### src/rtl/serial_subtractor_if.sv
// Operand and result handshakes for the bit-serial subtractor.
// Master drives operands and out_ready; slave (the subtractor) drives the result.
interface serial_subtractor_if #(
    parameter int WIDTH = 8
);
    logic             in_valid;
    logic             in_ready;
    logic [WIDTH-1:0] a;
    logic [WIDTH-1:0] b;
    logic             bin;
    logic             out_valid;
    logic             out_ready;
    logic [WIDTH-1:0] diff;
    logic             bout;
    logic             zero;

    modport master (
        output in_valid, a, b, bin, out_ready,
        input  in_ready, out_valid, diff, bout, zero
    );

    modport slave (
        input  in_valid, a, b, bin, out_ready,
        output in_ready, out_valid, diff, bout, zero
    );
endinterface

### src/rtl/serial_subtractor.sv
// Bit-serial subtractor: diff = a - b - bin, one full-subtractor bit per clock, LSB first.
// state | meaning
// IDLE  | ready for operands; result registers hold the last answer
// SHIFT | one bit processed per edge, WIDTH edges total
// DONE  | result presented until the consumer takes it
module serial_subtractor #(
    parameter int WIDTH = 8
) (
    input logic           clk,
    input logic           rst,
    serial_subtractor_if.slave s_if
);
    localparam int CW = $clog2(WIDTH + 1);

    typedef enum logic [1:0] {
        S_IDLE  = 2'd0,
        S_SHIFT = 2'd1,
        S_DONE  = 2'd2
    } state_t;

    state_t           r_state;
    state_t           w_next;
    logic [CW-1:0]    r_cnt;
    logic [WIDTH-1:0] r_a;
    logic [WIDTH-1:0] r_b;
    logic [WIDTH-1:0] r_res;
    logic [WIDTH-1:0] r_diff;
    logic             r_br;
    logic             r_bout;
    logic             r_zero;
    logic             w_accept;
    logic             w_last;
    logic             w_d;
    logic             w_br_next;
    logic [WIDTH-1:0] w_res_next;
    logic             w_in_ready;
    logic             w_out_valid;

    assign w_accept   = (r_state == S_IDLE) && s_if.in_valid;
    assign w_last     = (r_cnt == CW'(WIDTH - 1));
    assign w_d        = r_a[0] ^ r_b[0] ^ r_br;
    assign w_br_next  = (~r_a[0] & r_b[0]) | (~(r_a[0] ^ r_b[0]) & r_br);
    // New bit enters at the MSB so that after WIDTH shifts bit 0 holds d_0.
    assign w_res_next = WIDTH'({w_d, r_res} >> 1);

    always_ff @(posedge clk or posedge rst) begin
        if (rst) begin
            r_state <= S_IDLE;
        end else begin
            r_state <= w_next;
        end
    end

    always_comb begin
        w_next = r_state;
        case (r_state)
            S_IDLE:  if (s_if.in_valid)  w_next = S_SHIFT;
            S_SHIFT: if (w_last)         w_next = S_DONE;
            S_DONE:  if (s_if.out_ready) w_next = S_IDLE;
            default: w_next = S_IDLE;
        endcase
    end

    always_comb begin
        w_in_ready  = 1'b0;
        w_out_valid = 1'b0;
        case (r_state)
            S_IDLE:  w_in_ready  = ~rst;
            S_DONE:  w_out_valid = 1'b1;
            default: begin
                w_in_ready  = 1'b0;
                w_out_valid = 1'b0;
            end
        endcase
    end

    always_ff @(posedge clk or posedge rst) begin
        if (rst) begin
            r_cnt  <= '0;
            r_a    <= '0;
            r_b    <= '0;
            r_br   <= 1'b0;
            r_res  <= '0;
            r_diff <= '0;
            r_bout <= 1'b0;
            r_zero <= 1'b0;
        end else if (w_accept) begin
            r_a   <= s_if.a;
            r_b   <= s_if.b;
            r_br  <= s_if.bin;
            r_cnt <= '0;
        end else if (r_state == S_SHIFT) begin
            r_a   <= r_a >> 1;
            r_b   <= r_b >> 1;
            r_br  <= w_br_next;
            r_res <= w_res_next;
            r_cnt <= r_cnt + CW'(1);
            if (w_last) begin
                r_diff <= w_res_next;
                r_bout <= w_br_next;
                r_zero <= (w_res_next == '0);
            end
        end
    end

    assign s_if.in_ready  = w_in_ready;
    assign s_if.out_valid = w_out_valid;
    assign s_if.diff      = r_diff;
    assign s_if.bout      = r_bout;
    assign s_if.zero      = r_zero;
endmodule
### src/flat_wrapper.sv
// flat-port wrapper written by rule: the top's interface ports become plain ports
module serial_subtractor_flat 
#(
    parameter int WIDTH = 8
)
  (clk, rst, s_if_in_valid, s_if_a, s_if_b, s_if_bin, s_if_out_ready, s_if_in_ready, s_if_out_valid, s_if_diff, s_if_bout, s_if_zero);
  serial_subtractor_if #(.WIDTH(WIDTH)) s_if_i ();
  input logic clk;
  input logic rst;
  input wire logic [$bits(s_if_i.in_valid)-1:0] s_if_in_valid;
  input wire logic [$bits(s_if_i.a)-1:0] s_if_a;
  input wire logic [$bits(s_if_i.b)-1:0] s_if_b;
  input wire logic [$bits(s_if_i.bin)-1:0] s_if_bin;
  input wire logic [$bits(s_if_i.out_ready)-1:0] s_if_out_ready;
  output wire logic [$bits(s_if_i.in_ready)-1:0] s_if_in_ready;
  output wire logic [$bits(s_if_i.out_valid)-1:0] s_if_out_valid;
  output wire logic [$bits(s_if_i.diff)-1:0] s_if_diff;
  output wire logic [$bits(s_if_i.bout)-1:0] s_if_bout;
  output wire logic [$bits(s_if_i.zero)-1:0] s_if_zero;
  assign s_if_i.in_valid = s_if_in_valid;
  assign s_if_i.a = s_if_a;
  assign s_if_i.b = s_if_b;
  assign s_if_i.bin = s_if_bin;
  assign s_if_i.out_ready = s_if_out_ready;
  assign s_if_in_ready = s_if_i.in_ready;
  assign s_if_out_valid = s_if_i.out_valid;
  assign s_if_diff = s_if_i.diff;
  assign s_if_bout = s_if_i.bout;
  assign s_if_zero = s_if_i.zero;
  serial_subtractor #(.WIDTH(WIDTH)) u_core (.clk(clk), .rst(rst), .s_if(s_if_i));
endmodule
### config.mk
export PLATFORM = sky130hd
export DESIGN_NAME = serial_subtractor_flat
export DESIGN_NICKNAME = d
export VERILOG_FILES = /design/src/rtl/serial_subtractor_if.sv /design/src/rtl/serial_subtractor.sv /design/src/flat_wrapper.sv
export SDC_FILE = /design/constraint.sdc
export NUM_CORES = 1
export LEC_CHECK = 0
export CELL_PAD_IN_SITES_DETAIL_PLACEMENT = 0
export CELL_PAD_IN_SITES_GLOBAL_PLACEMENT = 1
export CORE_AREA = 2 2 70 72
export CTS_CLUSTER_DIAMETER = 200
export DETAILED_ROUTE_END_ITERATION = 8
export DIE_AREA = 0 0 72 74
export PLACE_DENSITY_LB_ADDON = 0.1
export SLEW_MARGIN = 25
export SYNTH_ARGS = -nofsm -noshare
export SYNTH_HDL_FRONTEND = slang
export SYNTH_SLANG_ARGS = --single-unit
### constraint.sdc
create_clock -name clk -period 1.8 [get_ports clk]
set_clock_uncertainty 0.1 [all_clocks]
set_input_delay 0.36 -clock clk [delete_from_list [all_inputs] [get_ports clk]]
set_output_delay 0.36 -clock clk [all_outputs]
set_load 0.05 [all_outputs]
==> metrics.txt <==
Worst-Margin Slew 500 ps; area of the core 4600 um^2; CTS root buffer clkbuf_8; Final min period 1680 ps; area added between synthesis and finish 29.9%; worst-skew pair later-pin latency 290 ps; CTS tree built; worst hold-check path type input port to async pin; total design power 0.00394 W; pin count of the biggest net entering global routing 41; PD cells 1770 nW/um^2; Horiz. Die Dim 72 um; total I/O pin count 33; share of post-route cells with drive strength above 1 20.1%; number of synthesized flops with an enable pin 0; crit-path max cell delay 480 ps; WS Path Type flip-flop to output pin; FF-to-FF setup slack 200 ps; first-pass GRT wire length 5.85 mm; Post-Synthesis Net Count 186; vias in the first global route 1259; ranking of synthesized cells by area dfrtp_1 (58%), nand2_1 (13%), a22oi_1 (6.1%); Clock Tree Buf Depth 2; TritonCTS Buffers 5; initial core utilization 37.3%; ys flop type dfrtp_1; CP Launch Point u_core.r_state[0]$_DFFE_PP0P_; GP Congestion 0.728; CTS sink count 40; RSZ-0062 raised after global routing false; CP Launch Type flip-flop; Final ANT Viol Nets 0; Async S/R FF share, synth 100%; Lkg Pwr 1.08 nW; post-CTS setup buffer count 0; YS warnings 0; RR Endpoint u_core.s_if.diff[7]$_DFFE_PP0P_; Seq/Total Area, Yosys 58.4%; Max Freq 596 MHz; Critical Path End s_if_in_ready; IO buf count 32; Max FO, Critical Path 6; final cycle utilization of the critical path 93.2%; post-cts resize count 0; share of the synthesized area in the top cell type 58.4%; crit path max-delay cell type dfrtp_1; htree depth 2; total gr overflow 0; Routed WL 3.40 mm; slew margin rel. 66.6%; CP Data Required Time 1340 ps; final setup violation count 0; Yosys top cell by area dfrtp_1; total negative slack 0 ps; DRT Pass-1 Iters 4; Final Hold Fails 0; synthesized area 1710 um^2; Max Slew Vio Count 0; clock-pin slew on the worst setup and hold paths 80 ps; die height 74 um; Iter 0 DRT Violations 57; mean number of vias per cell 4.97; vias 1282; outcome completed; # nets final 226; drt drc 0; post-synth cell types 30; Die Area 5330 um^2; ANT cells 0; most common cell in the netlist nand2_1; GRT Total Usage 14.3%; syn avg cell area 10.5 um^2; commonest cells in the netlist nand2_1 (59), dfrtp_1 (40), a22oi_1 (14); maximum vdd ir drop 487 uV; critical path arrival 1220 ps; initial antenna violation count 0; row cnt 25; DR WL/cell 13.2 um; number of synthesized register bits 40; RR Startpoint u_core.r_cnt[0]$_DFFE_PP0P_; HPWL after detailed placement 2.37 mm; Post-Syn Instances 163; Worst R2R Path Depth 5; hold buffers post-CTS 0; crit end category output pin; ordered cell list for the critical path nor3_2, buf_12; max capacitance violation total 0
-- cells in the final DEF (no fill, tap or decap), types with 2 or more instances in the layout --
cell | synthesis | layout
o21ai_0 | 7 | 7
clkbuf_1 | 1 | 2
inv_1 | 6 | 6
a22oi_1 | 14 | 14
clkbuf_8 | 0 | 6
dfrtp_1 | 40 | 40
nor4_1 | 2 | 2
mux2i_1 | 2 | 2
mux2_2 | 8 | 8
clkdlybuf4s50_1 | 0 | 20
buf_4 | 2 | 18
nand2_1 | 59 | 59
buf_12 | 0 | 3
-- layer usage --
| metal | vias up | global-route usage (%) | wire length (um) |
|---|---|---|---|
| met5 | - | 0 | 0 |
| met2 | 25 | 23.9 | 1690 |
| met4 | 0 | 6.92 | 60 |
| li1 | 620 | - | - |
| met3 | 7 | 2.85 | 115 |
| met1 | 630 | 18.0 | 1530 |
-- worst min-delay path by stage --
stage,startpoint,to,depth (start not counted)
6_report,rst,u_core.s_if.diff[6]$_DFFE_PP0P_,3
5_1_grt,rst,u_core.s_if.diff[6]$_DFFE_PP0P_,3
2_1_floorplan,u_core.r_b[0]$_DFFE_PP0P_,u_core.r_b[0]$_DFFE_PP0P_,2
3_3_place_gp,u_core.r_b[6]$_DFFE_PP0P_,u_core.r_b[6]$_DFFE_PP0P_,2
3_5_place_dp,u_core.r_a[1]$_DFFE_PP0P_,u_core.r_a[1]$_DFFE_PP0P_,2
4_1_cts,u_core.r_a[1]$_DFFE_PP0P_,u_core.r_a[1]$_DFFE_PP0P_,2
-- area by class of cell --
class	count	area (um^2)
multi-input cells	109	651
flip-flops and latches	40	1000
well taps	54	67.6
clock buffers	8	90.1
inverters	6	22.5
repair buffers	41	395
fillers	423	2370
-- critical path, delay by kind of cell (launching register included) --
family	cells	cell delay, ps
simple gates	1	280
buf+inv	1	170
flops	1	480
-- where the power goes --
part           total, W  internal, W  switching [W]
logic           0.00176     0.000709        0.00105
clock network  0.000606     0.000313       0.000294
registers       0.00157      0.00129       0.000286
total           0.00394      0.00231        0.00163
-- metrics by stage --
| step | area, um^2 | hold WS [ps] | setup WS (ps) | util, % | instances |
|---|---|---|---|---|---|
| after floorplan | 1720 | 346 | 205 | - | 163 |
| after global placement | 2140 | 362 | 74.3 | 46.5 | 250 |
| after detailed placement | 2140 | 366 | 36.2 | 46.5 | 250 |
| after CTS | 2230 | 383 | 109 | 48.4 | 258 |
| after global routing | 2230 | 411 | 75.2 | 48.4 | 258 |
| final | 2230 | 366 | 123 | 48.4 | 258 |
-- cells by family after synthesis --
| kind of cell | count (synthesis) | share of synthesized area (%) |
|---|---|---|
| AND/OR/NAND/NOR | 70 | 17.8 |
| flip-flops | 40 | 58.4 |
| AO/OA/AOI/OAI | 26 | 10.7 |
| buffers and inverters | 14 | 4.23 |
| multiplexers | 10 | 6.42 |
| adder cells (fa/ha/maj) | 2 | 1.90 |
| XOR/XNOR | 1 | 0.511 |
-- sequential cells by signal, indices dropped and copies added, names as in the netlist --
register          cells
u_core.r_b            8
u_core.s_if.bout      1
u_core.r_res          7
u_core.r_a            8
u_core.s_if.diff      8
u_core.r_state        2
u_core.s_if.zero      1
u_core.r_cnt          4
u_core.r_br           1
(Power assumes the default switching activity.)
